**src/rtl/data_sync_tx_if.sv**
```systemverilog
// ---------------------------------------------------------------------------
// data_sync_tx_if
// Purpose : Bundles the word handshake and the CDC req/ack signals of the
//           source-side bus launcher data_sync_tx.
// Signals : tx_data    word offered by the producer
//           tx_valid   tx_data is valid
//           tx_ready   launcher can accept a word
//           unsync_bus registered word driven toward the destination
//           bus_enable request level toward the destination synchronizer
//           ack_async  acknowledge level from the destination clock domain
//           xfer_done  one-cycle pulse when the destination acknowledged
//           busy       launcher is not idle
// Modports: slave  - the launcher itself
//           master - the producer / destination model side
// ---------------------------------------------------------------------------
interface data_sync_tx_if #(
  parameter int BUS_WIDTH = 8
);
  logic [BUS_WIDTH-1:0] tx_data;
  logic                 tx_valid;
  logic                 tx_ready;
  logic [BUS_WIDTH-1:0] unsync_bus;
  logic                 bus_enable;
  logic                 ack_async;
  logic                 xfer_done;
  logic                 busy;

  modport slave (
    input  tx_data, tx_valid, ack_async,
    output tx_ready, unsync_bus, bus_enable, xfer_done, busy
  );

  modport master (
    output tx_data, tx_valid, ack_async,
    input  tx_ready, unsync_bus, bus_enable, xfer_done, busy
  );
endinterface

```
**src/rtl/data_sync_tx.sv**
```systemverilog
// ---------------------------------------------------------------------------
// data_sync_tx
// Purpose : Source-domain launcher for a multi-bit CDC transfer. A word
//           accepted on the valid/ready handshake is registered onto
//           unsync_bus and held stable while bus_enable is raised; a 4-phase
//           req/ack handshake with the destination completes the transfer,
//           followed by an enable-low gap before the next word is accepted.
// Ports   : i_clk    source-domain clock, rising edge
//           i_rst_n  asynchronous active-low reset
//           bus      data_sync_tx_if.slave (see interface for signal list)
// ---------------------------------------------------------------------------
module data_sync_tx #(
  parameter int BUS_WIDTH  = 8,
  parameter int NUM_STAGES = 2,
  parameter int MIN_GAP    = 2
) (
  input  logic           i_clk,
  input  logic           i_rst_n,
  data_sync_tx_if.slave  bus
);

  localparam logic [1:0] S_IDLE     = 2'd0;
  localparam logic [1:0] S_REQ      = 2'd1;
  localparam logic [1:0] S_WAIT_LOW = 2'd2;
  localparam logic [1:0] S_GAP      = 2'd3;

  // Counter must hold MIN_GAP-1; sized on MIN_GAP+1 so MIN_GAP=1 still gets a bit.
  localparam int               GAP_W    = $clog2(MIN_GAP + 1);
  localparam logic [GAP_W-1:0] GAP_LOAD = GAP_W'(MIN_GAP - 1);

  logic [1:0]            r_state;
  logic [BUS_WIDTH-1:0]  r_unsync_bus;
  logic                  r_bus_enable;
  logic                  r_xfer_done;
  logic [NUM_STAGES-1:0] r_ack_sync;
  logic [GAP_W-1:0]      r_gap_cnt;
  logic                  w_ack_sync;

  assign w_ack_sync = r_ack_sync[NUM_STAGES-1];

  // Ack synchronizer chain: the FSM only ever looks at the last stage.
  always_ff @(posedge i_clk or negedge i_rst_n) begin
    if (!i_rst_n) begin
      r_ack_sync <= '0;
    end else begin
      r_ack_sync <= {r_ack_sync[NUM_STAGES-2:0], bus.ack_async};
    end
  end

  // Transfer FSM. unsync_bus is loaded only in IDLE, so it cannot move while
  // bus_enable is high. An ack already high on entering REQ is accepted as-is.
  always_ff @(posedge i_clk or negedge i_rst_n) begin
    if (!i_rst_n) begin
      r_state      <= S_IDLE;
      r_unsync_bus <= '0;
      r_bus_enable <= 1'b0;
      r_xfer_done  <= 1'b0;
      r_gap_cnt    <= '0;
    end else begin
      r_xfer_done <= 1'b0;
      case (r_state)
        S_IDLE: begin
          if (bus.tx_valid) begin
            r_unsync_bus <= bus.tx_data;
            r_bus_enable <= 1'b1;
            r_state      <= S_REQ;
          end
        end
        S_REQ: begin
          if (w_ack_sync) begin
            r_bus_enable <= 1'b0;
            r_xfer_done  <= 1'b1;
            r_state      <= S_WAIT_LOW;
          end
        end
        S_WAIT_LOW: begin
          if (!w_ack_sync) begin
            r_gap_cnt <= GAP_LOAD;
            r_state   <= S_GAP;
          end
        end
        S_GAP: begin
          if (r_gap_cnt == '0) begin
            r_state <= S_IDLE;
          end else begin
            r_gap_cnt <= r_gap_cnt - 1'b1;
          end
        end
        default: r_state <= S_IDLE;
      endcase
    end
  end

  assign bus.tx_ready   = (r_state == S_IDLE);
  assign bus.busy       = (r_state != S_IDLE);
  assign bus.unsync_bus = r_unsync_bus;
  assign bus.bus_enable = r_bus_enable;
  assign bus.xfer_done  = r_xfer_done;

endmodule
```
**src/flat_wrapper.sv**
```systemverilog
// flat-port wrapper written by rule: the top's interface ports become plain ports
module data_sync_tx_flat 
#(
  parameter int BUS_WIDTH  = 8,
  parameter int NUM_STAGES = 2,
  parameter int MIN_GAP    = 2
)
  (i_clk, i_rst_n, bus_tx_data, bus_tx_valid, bus_ack_async, bus_tx_ready, bus_unsync_bus, bus_bus_enable, bus_xfer_done, bus_busy);
  data_sync_tx_if #(.BUS_WIDTH(BUS_WIDTH)) bus_i ();
  input  logic i_clk;
  input  logic i_rst_n;
  input wire logic [$bits(bus_i.tx_data)-1:0] bus_tx_data;
  input wire logic [$bits(bus_i.tx_valid)-1:0] bus_tx_valid;
  input wire logic [$bits(bus_i.ack_async)-1:0] bus_ack_async;
  output wire logic [$bits(bus_i.tx_ready)-1:0] bus_tx_ready;
  output wire logic [$bits(bus_i.unsync_bus)-1:0] bus_unsync_bus;
  output wire logic [$bits(bus_i.bus_enable)-1:0] bus_bus_enable;
  output wire logic [$bits(bus_i.xfer_done)-1:0] bus_xfer_done;
  output wire logic [$bits(bus_i.busy)-1:0] bus_busy;
  assign bus_i.tx_data = bus_tx_data;
  assign bus_i.tx_valid = bus_tx_valid;
  assign bus_i.ack_async = bus_ack_async;
  assign bus_tx_ready = bus_i.tx_ready;
  assign bus_unsync_bus = bus_i.unsync_bus;
  assign bus_bus_enable = bus_i.bus_enable;
  assign bus_xfer_done = bus_i.xfer_done;
  assign bus_busy = bus_i.busy;
  data_sync_tx #(.BUS_WIDTH(BUS_WIDTH), .NUM_STAGES(NUM_STAGES), .MIN_GAP(MIN_GAP)) u_core (.i_clk(i_clk), .i_rst_n(i_rst_n), .bus(bus_i));
endmodule
```
**config.mk**
```make
export PLATFORM = sky130hd
export DESIGN_NAME = data_sync_tx_flat
export DESIGN_NICKNAME = d
export VERILOG_FILES = /design/src/rtl/data_sync_tx_if.sv /design/src/rtl/data_sync_tx.sv /design/src/flat_wrapper.sv
export SDC_FILE = /design/constraint.sdc
export NUM_CORES = 1
export LEC_CHECK = 0
export ABC_AREA = 1
export BUFFER_PORTS_ARGS = -buffer_cell sky130_fd_sc_hd__buf_4
export CORE_MARGIN = 2
export CORE_UTILIZATION = 25
export CTS_CLUSTER_DIAMETER = 50
export CTS_CLUSTER_SIZE = 20
export DETAILED_ROUTE_END_ITERATION = 6
export PLACE_DENSITY = 0.52
export SYNTH_ARGS = -nofsm -noshare
export SYNTH_HDL_FRONTEND = slang
export SYNTH_SLANG_ARGS = --single-unit
```
**constraint.sdc**
```tcl
create_clock -name i_clk -period 2.4 [get_ports i_clk]
set_clock_uncertainty 0.2 [all_clocks]
set_input_delay 0.12 -clock i_clk [delete_from_list [all_inputs] [get_ports i_clk]]
set_output_delay 0.12 -clock i_clk [all_outputs]
set_load 0.1 [all_outputs]
```
# Word-level counts from Yosys, hierarchy flattened
# Index checks and enable logic that the tools add are counted.
[totals]
reg_bits = 16
latch_bits = 0
ramBits = 0
mem_bits_ro = 0
inputBits = 12
word_cells = 37
mem_count = 0
[op_classes]
n_addsub = 1
n_mul = 0
div = 0
magnitude_cmp = 0
eq_ne = 8
shift = 0
mux = 13
bitwise = 0
n_reduce_logical = 9
[ops]
columns = ["cell", "n"]
rows = [
  ["$mux W2", 6],
  ["$pmux W2 S4", 1],
  ["$ne A2 B2 Y1 const B", 3],
  ["$reduce_and A3 Y1", 2],
  ["$reduce_bool A2 Y1", 3],
  ["$eq A2 B2 Y1 const B", 2],
  ["$logic_not A2 Y1", 2],
  ["$mux W1", 4],
  ["$ne A2 B1 Y1 const B", 2],
  ["$pmux W2 S2", 1],
  ["$reduce_and A4 Y1", 1],
  ["$eq A2 B1 Y1 const B", 1],
  ["$pmux W1 S2", 1],
  ["$reduce_and A2 Y1", 1],
  ["$sub A2 B1 Y2 const B", 1],
]

# Depth between registers and ports, before layout
[logic_depth]
word_depth = 3
depth_mapped = 8

# Least setup slack after synthesis
# No wires, ideal clock.
[synth_path]
kind = "reg2out"
start = "reg u_core.r_state[0]"
end = "out bus_busy"
arrival_ns = 2.127
required_time_ns = 2.080
setup_slack_ns = -0.047
path_stages_with_launch = 4
n_path_buf = 0
cell_sequence = "dfrtp_1 inv_1 ha_1 inv_1"
[synth_between]
elab_chain_len = 1
[synth_rtl]
columns = ["element", "line", "source"]
rows = [
  ["from (decl)", "data_sync_tx.sv:31", "logic [1:0] r_state;"],
  ["from (signal assigned)", "data_sync_tx.sv:54", "r_state <= S_IDLE;"],
  ["from (signal assigned)", "data_sync_tx.sv:66", "r_state <= S_REQ;"],
  ["from (signal assigned)", "data_sync_tx.sv:73", "r_state <= S_WAIT_LOW;"],
  ["$reduce_bool A2 Y1", "data_sync_tx.sv:95", "assign bus.busy = (r_state != S_IDLE);"],
  ["to (decl)", "flat_wrapper.sv:19", "output wire logic [$bits(bus_i.busy)-1:0] bus_busy;"],
]
# Every way passes these cells.

# Worst setup path in the final report
[layout_path]
start = "reg u_core.r_state[0]"
end = "reg u_core.r_unsync_bus[4], in the netlist u_core.bus.unsync_bus[4]"
[layout_between]
elab_chain_len = 2
[layout_rtl]
columns = ["element", "line", "source"]
rows = [
  ["$logic_not A2 Y1", "data_sync_tx.sv:61", "case (r_state)"],
  ["$reduce_and A2 Y1 (no source line)", "--", ""],
  ["to (signal assigned)", "data_sync_tx.sv:64", "r_unsync_bus <= bus.tx_data;"],
  ["to (decl)", "data_sync_tx.sv:32", "logic [BUS_WIDTH-1:0] r_unsync_bus;"],
]
# Every way passes these cells.
# A chain may end at the register's enable or synchronous reset.

==> flow_summary.ini <==
[critical_path]
r2r-end = u_core.bus.unsync_bus[4]
endpoint_kind = register
worst-path-max-fanout = 9
crit_type = reg -> reg
crit_slowest_cell = dlygate4sd3_1
ff2ff_path_depth = 7
r2r_slack_ps = 450
crit_chain = inv_1, ha_2, nand2_4, inv_6, nand2_1, nand2_1, dlygate4sd3_1
worstPathRequired_ps = 2420
cpPeakStageDelay_ps = 550
crit_family = buffers and inverters
cp_common_cell = nand2_1
path_buf_inv = 3
start_kind = register
crit-reg2reg-launch = u_core.r_state[0]
cp.arrival_ps = 1970

[clocking]
insertion_delay_ps = 280
cts_root_buffer = clkbuf_4
cts_sinks = 16
cts_resized = 0
clkTransAtPathRegs_ps = 100
cts-htree-levels = 1
cts_setup_buffers = 0
clock_path_buffers = 2
numCtsBuffers = 3
tritoncts = built

[timing]
maxSlewViolCount = 0
tightest_slew_ps = 281.9
fmax_mhz = 513.1
finalCriticalPeriod_ps = 1949
slew_headroom_pct = 81.36
final_hold_viol_count = 0
worst_slack_ps = 450.9
finalSetupTns_ps = 0
finalCritPeriodShare_pct = 81.21
setup_viol = 0
rsz0062_at_grt = false

[synth]
yosysWarningCount = 0
synth_seq_area_share_pct = 52.29
synth_area_per_cell_um2 = 9.009
ys_ff_latch = 16
syn-num-nets = 103
syn-cell-area_um2 = 765.7
syn_inst = 85
ys_types = 16

[die]
initial_core_util_pct = 25.71
num_io_pins = 24
die_h_um = 59.35
die_area_um2 = 3522
core.rowCount = 20
coreArea_um2 = 2978
die_w_um = 59.35

[global_routing]
grt_pass1_vias = 707
grt_util_all_layers_pct = 10.92
grt-ovfl-total = 0
grt_pass1_wl_mm = 2.884
grt_antenna_before_repair = 0
grt_max_degree = 17

[cells_and_area]
antenna_cells = 0
final_cell_mix = nand2_1, buf_4, dlygate4sd3_1
final_common_cell = nand2_1
drive_above_1_share_pct = 28.24
fin_nets = 150
area_delta_synth_final_pct = 57.84

[routing]
vias = 687
via_per_inst = 4.189
detail_route.wirelength_mm = 1.692
first_pass_iters = 4
first_iter_violations = 8
postRouteAntennaNets = 0
avgRoutedWirePerCell_um = 10.32
drc = 0

[placement]
place_ws_ps = 954.8
io_buffers = 23
gp_congestion = 0.7491
detailed_place_hpwl_mm = 1.178

[status]
outcome = finished, final reports clean

[worst_hold_path]
hp-class = in -> async

[run]
cap_violations = 0
cell usage after synthesis (all sizes together):
cell type	number	share of area (%)
inv	11	6.0
dfrtp	16	52
o211ai	1	0.98
ha	6	9.8
a21oi	2	1.8
o21ai	3	2.0
or2	2	1.6
nand2	42	23
nor2	2	2.3
cell type report:
cell class,instances,area [um2]
clock buffers,4,36.28
fillers,313,1769
inverters,11,46.29
multi-input cells,58,321.6
flip-flops and latches,16,400.4
well taps,33,41.29
repair buffers,42,362.8
cell families after synthesis:
logic type	count (synthesis)	share of synthesized area, %
adders and majority gates	6	9.804
DFF	16	52.29
AOI/OAI and AO/OA	6	4.738
buffers and inverters	11	6.045
and+or+nand+nor	46	27.13
metal layers:
metal	wire length [um]	global-route usage (%)	vias up	part of all wire, %
li1	-	-	344	-
met1	697	12.16	326	41
met2	920	20.88	17	54
met3	74	1.965	0	4.4
met4	0	2.922	0	0
met5	0	0	-	0
per-stage QoR:
step           instances  utilization [%]  area [um2]  hold slack [ps]
2_1_floorplan         85                -       768.2           -375.6
3_3_place_gp         141            32.98       982.2           -207.5
4_1_cts              164            40.59        1209            28.83
6_report             164            40.59        1209            26.13
3_5_place_dp         141            32.98       982.2           -205.5
5_1_grt              164            40.59        1209            23.61
timing repair:
item                                    4_1_cts  5_1_grt
endpoints found under the setup margin        0        0
hold endpoints to repair                     26        0
hold buffers                                 19        0
flip-flops by register name (all words and copies together), names as in the netlist:
signal	flops
u_core.bus.bus_enable	1
u_core.bus.unsync_bus	8
u_core.r_state	2
u_core.r_gap_cnt	2
u_core.bus.xfer_done	1
u_core.r_ack_sync	2
how the worst max path moves through the flow:
stage,start,to,slack (ps),cells after the start
after global placement,u_core.r_state[0],u_core.r_state[1],980,7
final,u_core.r_state[0],u_core.bus.unsync_bus[4],450,7
after global routing,u_core.r_state[0],u_core.bus.unsync_bus[4],330,7
after detailed placement,u_core.r_state[0],u_core.r_state[1],950,7
after CTS,u_core.r_state[0],u_core.bus.unsync_bus[0],440,7
after floorplan,u_core.r_state[0],bus_busy,440,3
Power is not shown: default switching activity piles up to over one toggle a cycle in this logic, so the estimate is an artifact.
